[config.mk]
export PLATFORM = sky130hd
export DESIGN_NAME = majority_seq_ctrl_flat
export DESIGN_NICKNAME = d
export VERILOG_FILES = /design/src/rtl/majority_seq_ctrl_if.sv /design/src/rtl/majority_seq_ctrl.sv /design/src/flat_wrapper.sv
export SDC_FILE = /design/constraint.sdc
export NUM_CORES = 1
export LEC_CHECK = 0
export ABC_AREA = 0
export BUFFER_PORTS_ARGS = -buffer_cell sky130_fd_sc_hd__buf_2
export CORE_MARGIN = 2
export CORE_UTILIZATION = 35
export DETAILED_ROUTE_END_ITERATION = 10
export GPL_TIMING_DRIVEN = 0
export PLACE_DENSITY = 0.54
export SYNTH_ARGS = -nofsm -noshare
export SYNTH_HDL_FRONTEND = slang
export SYNTH_SLANG_ARGS = --single-unit
[constraint.sdc]
create_clock -name clk -period 3.3 [get_ports clk]
set_input_delay 0.495 -clock clk [delete_from_list [all_inputs] [get_ports clk]]
set_output_delay 0.495 -clock clk [all_outputs]
set_load 0.02 [all_outputs]
[src/rtl/majority_seq_ctrl_if.sv]
`default_nettype none
// ============================================================================
// Module      : majority_seq_ctrl_if
// Description : Input word and output result valid/ready bundle for the
//               multi-cycle majority voter.
// Revision    : 1.0 - initial release
// ============================================================================
interface majority_seq_ctrl_if #(
    parameter int WIDTH = 32,
    parameter int CW    = $clog2(WIDTH + 1)
);
    logic             in_valid;
    logic             in_ready;
    logic [WIDTH-1:0] in_data;
    logic             out_valid;
    logic             out_ready;
    logic             out_maj;
    logic [CW-1:0]    out_ones;

    modport master (
        output in_valid, in_data, out_ready,
        input  in_ready, out_valid, out_maj, out_ones
    );

    modport slave (
        input  in_valid, in_data, out_ready,
        output in_ready, out_valid, out_maj, out_ones
    );
endinterface
`default_nettype wire

[src/rtl/majority_seq_ctrl.sv]
`default_nettype none
// ============================================================================
// Module      : majority_seq_ctrl
// Description : Multi-cycle 32-bit majority voter; popcounts one CHUNK-bit
//               slice per cycle and reports ones count and majority bit.
// Revision    : 1.0 - initial release
// ============================================================================
module majority_seq_ctrl #(
    parameter int WIDTH = 32,
    parameter int CHUNK = 4,
    parameter int CW    = $clog2(WIDTH + 1)
) (
    input  wire logic          clk,
    input  wire logic          rst,
    input  wire logic          clear,
    majority_seq_ctrl_if.slave bus,
    output logic               busy
);
    localparam int NCHUNK = WIDTH / CHUNK;
    localparam int IW     = (NCHUNK > 1) ? $clog2(NCHUNK) : 1;
    // 2*ones >= WIDTH rewritten as ones >= ceil(WIDTH/2); ties vote 1.
    localparam logic [CW-1:0] MAJ_THRESH = CW'((WIDTH + 1) / 2);
    localparam logic [IW-1:0] IDX_LAST   = IW'(NCHUNK - 1);

    typedef enum logic [1:0] {
        ST_IDLE  = 2'd0,
        ST_COUNT = 2'd1,
        ST_DONE  = 2'd2
    } state_t;

    state_t           state_q, state_d;
    logic [WIDTH-1:0] word_q, word_d;
    logic [CW-1:0]    ones_q, ones_d;
    logic [IW-1:0]    idx_q, idx_d;
    logic             maj_q, maj_d;
    logic [CW-1:0]    res_ones_q, res_ones_d;

    logic [CHUNK-1:0] slice;
    logic [CW-1:0]    slice_cnt;
    logic [CW-1:0]    ones_sum;

    always_comb begin
        slice     = word_q[idx_q*CHUNK +: CHUNK];
        slice_cnt = '0;
        for (int i = 0; i < CHUNK; i++) begin
            slice_cnt = slice_cnt + CW'(slice[i]);
        end
        ones_sum  = ones_q + slice_cnt;
    end

    always_comb begin
        state_d    = state_q;
        word_d     = word_q;
        ones_d     = ones_q;
        idx_d      = idx_q;
        maj_d      = maj_q;
        res_ones_d = res_ones_q;

        if (clear) begin
            // Abort keeps the last published result but drops any in-flight word.
            state_d = ST_IDLE;
            ones_d  = '0;
            idx_d   = '0;
        end else begin
            case (state_q)
                ST_IDLE: begin
                    if (bus.in_valid) begin
                        word_d  = bus.in_data;
                        ones_d  = '0;
                        idx_d   = '0;
                        state_d = ST_COUNT;
                    end
                end
                ST_COUNT: begin
                    ones_d = ones_sum;
                    if (idx_q == IDX_LAST) begin
                        res_ones_d = ones_sum;
                        maj_d      = (ones_sum >= MAJ_THRESH);
                        state_d    = ST_DONE;
                    end else begin
                        idx_d = idx_q + IW'(1);
                    end
                end
                ST_DONE: begin
                    if (bus.out_ready) begin
                        state_d = ST_IDLE;
                    end
                end
                default: begin
                    state_d = ST_IDLE;
                end
            endcase
        end
    end

    always_ff @(posedge clk or posedge rst) begin
        if (rst) begin
            state_q    <= ST_IDLE;
            word_q     <= '0;
            ones_q     <= '0;
            idx_q      <= '0;
            maj_q      <= 1'b0;
            res_ones_q <= '0;
        end else begin
            state_q    <= state_d;
            word_q     <= word_d;
            ones_q     <= ones_d;
            idx_q      <= idx_d;
            maj_q      <= maj_d;
            res_ones_q <= res_ones_d;
        end
    end

    assign bus.in_ready  = (state_q == ST_IDLE);
    assign bus.out_valid = (state_q == ST_DONE);
    assign bus.out_maj   = maj_q;
    assign bus.out_ones  = res_ones_q;
    assign busy          = (state_q != ST_IDLE);

endmodule
`default_nettype wire
[src/flat_wrapper.sv]
// flat-port wrapper written by rule: the top's interface ports become plain ports
module majority_seq_ctrl_flat 
#(
    parameter int WIDTH = 32,
    parameter int CHUNK = 4,
    parameter int CW    = $clog2(WIDTH + 1)
)
  (clk, rst, clear, busy, bus_in_valid, bus_in_data, bus_out_ready, bus_in_ready, bus_out_valid, bus_out_maj, bus_out_ones);
  majority_seq_ctrl_if #(.WIDTH(WIDTH), .CW(CW)) bus_i ();
  input  wire logic clk;
  input  wire logic rst;
  input  wire logic clear;
  output logic busy;
  input wire logic [$bits(bus_i.in_valid)-1:0] bus_in_valid;
  input wire logic [$bits(bus_i.in_data)-1:0] bus_in_data;
  input wire logic [$bits(bus_i.out_ready)-1:0] bus_out_ready;
  output wire logic [$bits(bus_i.in_ready)-1:0] bus_in_ready;
  output wire logic [$bits(bus_i.out_valid)-1:0] bus_out_valid;
  output wire logic [$bits(bus_i.out_maj)-1:0] bus_out_maj;
  output wire logic [$bits(bus_i.out_ones)-1:0] bus_out_ones;
  assign bus_i.in_valid = bus_in_valid;
  assign bus_i.in_data = bus_in_data;
  assign bus_i.out_ready = bus_out_ready;
  assign bus_in_ready = bus_i.in_ready;
  assign bus_out_valid = bus_i.out_valid;
  assign bus_out_maj = bus_i.out_maj;
  assign bus_out_ones = bus_i.out_ones;
  majority_seq_ctrl #(.WIDTH(WIDTH), .CHUNK(CHUNK), .CW(CW)) u_core (.clk(clk), .rst(rst), .clear(clear), .bus(bus_i), .busy(busy));
endmodule
-- Yosys cells after proc, flatten, opt, wreduce, memory -nomap -nowiden
Cells that the tools add are included.
- add/sub/neg operators: 5
- magnitude comparators: 1
- eq/ne operators: 7
- shifts and indexed selects: 1
- muxes and demuxes: 12
- bitwise operators: 1
- reduce and logical (&&, ||, !) cells: 8
- operators with widths (cell ; count):
    indexed part select 32 x 6 -> 4 bit ; 1
    adder 6 x 1 -> 6 bit ; 2
    2-to-1 mux 6 bit ; 2
    case mux 6 bit (2 select lines) ; 1
    AND reduction 3 bit ; 4
    2-to-1 mux 3 bit ; 3
    inequality test 3 bit, second input constant ; 3
    2-to-1 mux 2 bit ; 4
    adder 6 bit ; 1
    >= comparator 6 x 5 -> 1 bit, second input constant ; 1
    case mux 2 bit (3 select lines) ; 1
    case mux 3 bit (2 select lines) ; 1
    adder 3 x 1 -> 3 bit, second input constant ; 1
    equality test 3 bit, second input constant ; 1
    inequality test 3 x 2 -> 1 bit, second input constant ; 1
    nonzero test 3 bit ; 1
    adder 1 x 1 -> 2 bit ; 1
    equality test 2 x 1 -> 1 bit, second input constant ; 1
    equality test 2 bit, second input constant ; 1
    zero test 2 bit ; 1
    AND reduction 2 bit ; 1
    nonzero test 2 bit ; 1
    inverter 1 bit ; 1
- register bits: 50
- input port bits: 37
- output and inout port bits: 10
- word-level logic and storage cells: 41

-- Depth between registers and ports, before layout
Gate-level depths: netlist of the first run.
- word-level depth: 7
- depth in mapped cells: 13

-- Worst setup path before layout of the first run
OpenSTA, ideal clock, no wires.
- path kind: register to register
- start: reg u_core.idx_q[0]
- end: reg u_core.maj_q (netlist: u_core.bus.out_maj)
- setup time: 0.133 ns
- arrival: 3.261 ns
- required time: 3.167 ns
- path slack: -0.094 ns
- stages on the path, launching flop included: 14
- path buffers: 1
- path through: dfrtp_1 buf_2 mux4_2 mux2_2 ha_1 inv_1 fa_1 inv_1 ha_1 fa_1 a21oi_1 nor2_1 xnor2_1 a31oi_1
- word-level cells in the longest chain between the ends: 6
- elaborated cells on any way between the ends: 8
- ends and longest elaborated chain (element ; line ; RTL):
    start, declared ; majority_seq_ctrl.sv:34 ; logic [IW-1:0] idx_q, idx_d;
    start signal, assigned ; majority_seq_ctrl.sv:108 ; idx_q <= idx_d;
    indexed part select 32 x 6 -> 4 bit ; majority_seq_ctrl.sv:43 ; slice = word_q[idx_q*CHUNK +: CHUNK];
    adder 1 x 1 -> 2 bit ; majority_seq_ctrl.sv:46 ; slice_cnt = slice_cnt + CW'(slice[i]);
    adder 6 x 1 -> 6 bit (2 in series) ; majority_seq_ctrl.sv:46 ;
    adder 6 bit ; majority_seq_ctrl.sv:48 ; ones_sum = ones_q + slice_cnt;
    >= comparator 6 x 5 -> 1 bit ; majority_seq_ctrl.sv:78 ; maj_d = (ones_sum >= MAJ_THRESH);
    end signal, assigned ; majority_seq_ctrl.sv:109 ; maj_q <= maj_d;
    end, declared ; majority_seq_ctrl.sv:35 ; logic maj_q, maj_d;
Several ways; a longest one is shown, not always the timed one.
A chain may end at the register's enable or synchronous reset.

-- Final worst setup path of the first run
- start: reg u_core.idx_q[0]
- end: reg u_core.res_ones_q[2] (netlist: u_core.bus.out_ones[2])
- word-level cells in the longest chain between the ends: 5
- elaborated cells on any way between the ends: 7
- ends and longest elaborated chain (element ; line ; RTL):
    indexed part select 32 x 6 -> 4 bit ; majority_seq_ctrl.sv:43 ;
    adder 1 x 1 -> 2 bit ; majority_seq_ctrl.sv:46 ;
    adder 6 x 1 -> 6 bit (2 in series) ; majority_seq_ctrl.sv:46 ;
    adder 6 bit ; majority_seq_ctrl.sv:48 ;
    end signal, assigned ; majority_seq_ctrl.sv:110 ; res_ones_q <= res_ones_d;
    end, declared ; majority_seq_ctrl.sv:36 ; logic [CW-1:0] res_ones_q, res_ones_d;
Several ways; a longest one is shown, not always the timed one.

==> results of run 1 <==
==> cell usage in the layout, fill, tap and decap left out, types with 2 or more instances in the layout <==
cell type and n:
inv_1 4, a21oi_1 6, dfrtp_1 50, clkbuf_8 6, buf_2 46, or2_2 2
or3_1 2, buf_6 4, nor2_2 2, inv_2 4, ha_4 2, ha_1 5
mux4_2 8, mux2_2 37, nor2_1 5, a22o_1 5, mux2_4 2, o21ai_1 2
clkinv_4 2, xnor2_1 2, o21ai_0 2, buf_4 4
==> registers in the layout (all words and copies together) (netlist names) <==
signal and count:
u_core.bus.out_maj 1, u_core.ones_q 6, u_core.idx_q 3, u_core.bus.out_ones 6, u_core.state_q 2, u_core.word_q 32
==> power groups by stage <==
stage | Sequential (mW) | Combinational (mW) | Clock, mW
after floorplan | 0.757 | 0.323 | 0
after global placement | 0.774 | 0.419 | 0
after detailed placement | 0.777 | 0.427 | 0
after CTS | 0.767 | 0.472 | 0.408
after global routing | 0.779 | 0.562 | 0.435
final | 0.766 | 0.504 | 0.389
==> logic make-up (layout without fill, tap and decap cells) <==
kind of cell    after synthesis  in the layout  share of synthesized area (%)
compound gates               20             20                          5.547
fa+ha+maj                     9              9                          5.337
buf+inv                      14             72                          3.349
xor+xnor                      4              4                          1.465
flops                        50             50                          52.33
mux                          49             49                          26.79
simple gates                 19             19                          5.181
==> per-stage QoR <==
stage	utilization [%]	hold WS [ns]	TNS (ns)	std cells	total power, mW
floorplan	-	0.4533	0	165	1.079
global placement	40.60	0.4693	-2.397	291	1.193
detailed placement	40.89	0.4787	-2.248	292	1.204
CTS	43.15	0.2341	-0.5521	302	1.647
global route	43.61	0.2475	-1.116	303	1.776
finish	43.61	0.2142	-0.1570	303	1.659
==> critical path: stages, from the launching register on <==
cell,delay (ns)
dfrtp_1,0.39
buf_8,0.14
mux4_2,0.51
mux2_4,0.30
ha_4,0.26
inv_2,0.03
fa_1,0.51
inv_2,0.05
ha_4,0.15
fa_2,0.36
buf_6,0.13
xor2_1,0.16
mux2_2,0.27
==> how the worst max path moves through the flow <==
| stage | end | cells past startpoint |
|---|---|---|
| 2_1_floorplan | u_core.bus.out_maj | 13 |
| 3_3_place_gp | u_core.bus.out_maj | 13 |
| 3_5_place_dp | u_core.bus.out_maj | 13 |
| 4_1_cts | u_core.bus.out_maj | 13 |
| 5_1_grt | u_core.bus.out_maj | 13 |
| 6_report | u_core.bus.out_ones[2] | 12 |
==> final cells by class <==
class / instances / area, µm²
repair buffers: 51 / 284.0
flip-flops and latches: 50 / 1251
plain buffers: 5 / 56.30
fillers: 624 / 3789
multi-input cells: 101 / 1109
inverters: 8 / 30.03
clock buffers: 6 / 82.58
clock inverters: 2 / 17.52
well taps: 80 / 100.1
==> per-layer routing <==
| layer | track usage, % | up-vias |
|---|---|---|
| met5 | 0 | - |
| met4 | 5.540 | 0 |
| met3 | 2.857 | 7 |
| met2 | 23.08 | 30 |
| met1 | 16.15 | 752 |
| li1 | - | 708 |
==> repair_timing <==
action	4_1_cts	5_1_grt
pin swaps	7	4
endpoints found under the setup margin	11	9
endpoints found under the hold margin	0	0
setup buffers	3	1
gates resized for setup	8	7
==> metrics.yaml, run 1 <==
cts_sinks: 50
cellPowerDensity_nw_per_um2: 566.0
coreArea_um2: 6719
synthDistinctLibCells: 34
synth_common_cells: "dfrtp_1, mux2_2, mux4_2"
synthTopCellsByArea: "dfrtp_1, mux2_2, mux4_2, ha_1, a22o_1"
avgRoutedWirePerCell_um: 14.78
p_comb_share_pct: 30.4
rsz0062_at_grt: "true"
cp-end-kind: "flip-flop"
yosysMostFrequentCell: "dfrtp_1"
gp_congestion: 0.7187
worstMarginPinSlew_ns: 0.5353
slew_headroom_pct: 64.26
synth_top_area_share_pct: 52.33
vias_per_cell: 4.941
wl_met1_mm: 1.994
h-tree-depth: 2
async_flop_share_pct: 100.0
synth_largest_area_cell: "dfrtp_1"
reg2reg_to: "u_core.bus.out_ones[2]"
drive_gt1_share_pct: 56.95
clockBufferDepth: 2
cts_tree: "built"
top_layer_used: "met4"
drtIter0Drc: 34
irDropWorstVdd_mv: 0.2747
fp-row-count: 30
path_max_fanout: 6
finalCritPeriodShare_pct: 102.2
slew_viol_final: 0
p_sw_uw: 482.7
start_util_pct: 35.59
syn_nets: 211
hold_violations: 0
first_pass_iters: 4
intPower_mw: 1.176
fin_crit_ns: 3.373
finalWirelength_mm: 4.477
fin_nets: 268
grtUsageTotal_pct: 13.36
insertion_delay_ns: 0.31
vias: 1497
io_pins: 47
clk_pin_slew_ns: 0.10
worstSetupStartpointType: "flip-flop"
leakage_nw: 1.372
die_x_um: 86.66
finalSetupViolations: 4
crit_required_ns: 3.50
pre_cts_ws_ns: -0.3821
fin_area_um2: 2930
grt_pass1_vias: 1605
synthCells: 165
p_clk_share_pct: 23.4
layout_setup_ws_ns: -0.07288
synth-seq-cells: 50
crit_path_start: "u_core.idx_q[0]"
routed-wl-met2_mm: 2.249
die_area_um2: 7509
antenna_found_initial: 0
p_sw_share_pct: 29.10
synth_area_um2: 2391
area_growth_pct: 22.55
wl_met3_um: 161
drc: 0
r2r-start: "u_core.idx_q[0]"
worstHoldPathType: "input pin to asynchronous set/reset pin"
postRouteAntennaNets: 0
power_frac_seq_pct: 46.2
ys_dominant_reg_cell: "dfrtp_1"
cts_made_buffers: 5
numPortBuffers: 46
avgSynthCellArea_um2: 14.49
worstPathArrival_ns: 3.57
ctsHoldBuffers: 0
status: "finished with violations"
antenna_cells: 0
grt_overflow: 0
drv_cap: 0
hpwl_mm: 3.273
clock_skew_ns: 0.007480
grt_start_max_net_pins: 27
grt_pass1_wl_mm: 7.624
dieHeight_um: 86.66
seq_area_frac_synth_pct: 52.33
reg2regPathDepth: 12
dpl_cell_area_um2: 2748
synth_edf_count: 0
violations: "setup timing"
yosys_warnings: 0
ctsRootBufferMaster: "clkbuf_8"
reg2reg_slack_ns: -0.07
critPathKind: "flip-flop to flip-flop"
fmax_mhz: 296.5
No activity file was read; power rests on OpenSTA's default activity.
==> run 2, diff against run 1 <==
--- a/config.mk
+++ b/config.mk
@@ -12,6 +12,7 @@
 export DETAILED_ROUTE_END_ITERATION = 10
 export GPL_TIMING_DRIVEN = 0
 export PLACE_DENSITY = 0.54
+export REMOVE_ABC_BUFFERS = 1
 export SYNTH_ARGS = -nofsm -noshare
 export SYNTH_HDL_FRONTEND = slang
 export SYNTH_SLANG_ARGS = --single-unit
==> metrics.yaml, run 2 (same netlist as run 1, synthesis figures left out) <==
r2r-start: "u_core.idx_q[0]"
final_common_cell: "dfrtp_1"
worstPathArrival_ns: 3.55
fin_area_um2: 2879
clk_pin_slew_ns: 0.09
numPortBuffers: 46
worstMarginPinSlew_ns: 0.8376
grt_overflow: 0
die_x_um: 86.66
violations: "setup timing"
intPower_mw: 1.149
worstHoldPathType: "input pin to asynchronous set/reset pin"
start_util_pct: 35.59
hpwl_mm: 3.095
cts_tree: "built"
first_pass_iters: 4
worstSetupStartpointType: "flip-flop"
insertion_delay_ns: 0.30
grtUsageTotal_pct: 12.83
leakage_nw: 1.337
fin_nets: 264
status: "finished with violations"
coreArea_um2: 6719
vias_per_cell: 5.084
cellPowerDensity_nw_per_um2: 555.5
power_frac_seq_pct: 48.1
crit_path_start: "u_core.idx_q[0]"
die_area_um2: 7509
finalNonFillerCells: 297
avgRoutedWirePerCell_um: 14.69
drv_cap: 0
drtIter0Drc: 45
ctsRootBufferMaster: "clkbuf_8"
slew_headroom_pct: 44.10
h-tree-depth: 2
p_clk_share_pct: 22.2
largest_reg_flops: 32
fin_crit_ns: 3.361
utilization_pct: 42.85
p_sw_uw: 450.8
holdWs_ns: 0.1285
drc: 0
final.fill_count: 640
cts_sinks: 50
crit_required_ns: 3.49
cts_made_buffers: 5
dpl_cell_area_um2: 2706
fmax_mhz: 297.6
layout_common_cells: "dfrtp_1, buf_2, mux2_2"
largest_register: "u_core.word_q"
finalCritPeriodShare_pct: 101.8
dp.cells: 287
critPathKind: "flip-flop to flip-flop"
p_sw_share_pct: 28.19
io_pins: 47
clockBufferDepth: 2
clock_skew_ns: 0.004805
grt_pass1_vias: 1547
antenna_found_initial: 0
setup_tns_ns: -0.06061
gp_congestion: 0.7663
slew_viol_final: 0
rsz0062_at_grt: "true"
grt_pass1_wl_mm: 7.493
drive_gt1_share_pct: 57.14
fp-row-count: 30
p_comb_share_pct: 29.8
antenna_cells: 0
finalSetupViolations: 1
hold_violations: 0
path_max_fanout: 6
cp-end-kind: "flip-flop"
irDropWorstVdd_mv: 0.2434
layout_setup_ws_ns: -0.06061
area_growth_pct: 20.41
finalWirelength_mm: 4.364
grt_start_max_net_pins: 39
vias: 1510
postRouteAntennaNets: 0
dieHeight_um: 86.66
run 2: power by group through the flow:
| stage | sequential (mW) | clock (mW) | combinational (mW) |
|---|---|---|---|
| detailed placement | 0.784 | 0 | 0.410 |
| finish | 0.769 | 0.355 | 0.476 |
| global placement | 0.781 | 0 | 0.400 |
| CTS | 0.770 | 0.364 | 0.459 |
| global route | 0.784 | 0.390 | 0.542 |
| floorplan | 0.762 | 0 | 0.309 |
run 2: what timing repair did:
action                                  4_1_cts  5_1_grt
gates resized for setup                      11        7
hold buffers                                  0        0
endpoints found under the setup margin       11        9
buffers inserted                              3        1
pin swaps                                     5        5
run 2: critical path, stage by stage (launching register included):
cell and delay (ns):
dfrtp_4 0.49, mux4_2 0.51, mux2_4 0.31, ha_4 0.27, inv_2 0.03, fa_1 0.49
inv_1 0.04, ha_2 0.17, fa_2 0.37, buf_6 0.13, xor2_2 0.17, mux2_4 0.26
run 2: layout make-up:
cell class / instances / area, µm² / area share, %
multi-input combinational: 101 / 1114 / 38.68
timing repair buffer: 52 / 296.5 / 10.30
sequential: 50 / 1256 / 43.63
clock buffer: 6 / 82.58 / 2.868
inverter: 8 / 30.03 / 1.043
tap: 80 / 100.1 / 3.477
run 2: metal layers:
metal	track usage, %	wire length [µm]	up-vias
met4	3.409	32	0
met1	17.30	2053	772
met5	0	0	-
met2	20.28	2078	33
met3	3.810	199	5
li1	-	-	700
run 2: worst paths after layout:
path,endpoint,slack (ns),cells after the start
min,u_core.word_q[28],0.13,2
max,u_core.bus.out_ones[2],-0.06,11
min reg2reg,u_core.word_q[13],0.51,1
max reg2reg,u_core.bus.out_ones[2],-0.06,11
max in group asynchronous,u_core.idx_q[0],2.66,3
min in group clk,u_core.word_q[24],0.42,2
run 2: metrics by stage:
stage	power (mW)	setup slack, ns
after global routing	1.717	-0.1522
after detailed placement	1.194	-0.5341
after CTS	1.593	-0.1384
after global placement	1.181	-0.5589
final	1.599	-0.06061
after floorplan	1.071	-0.1639
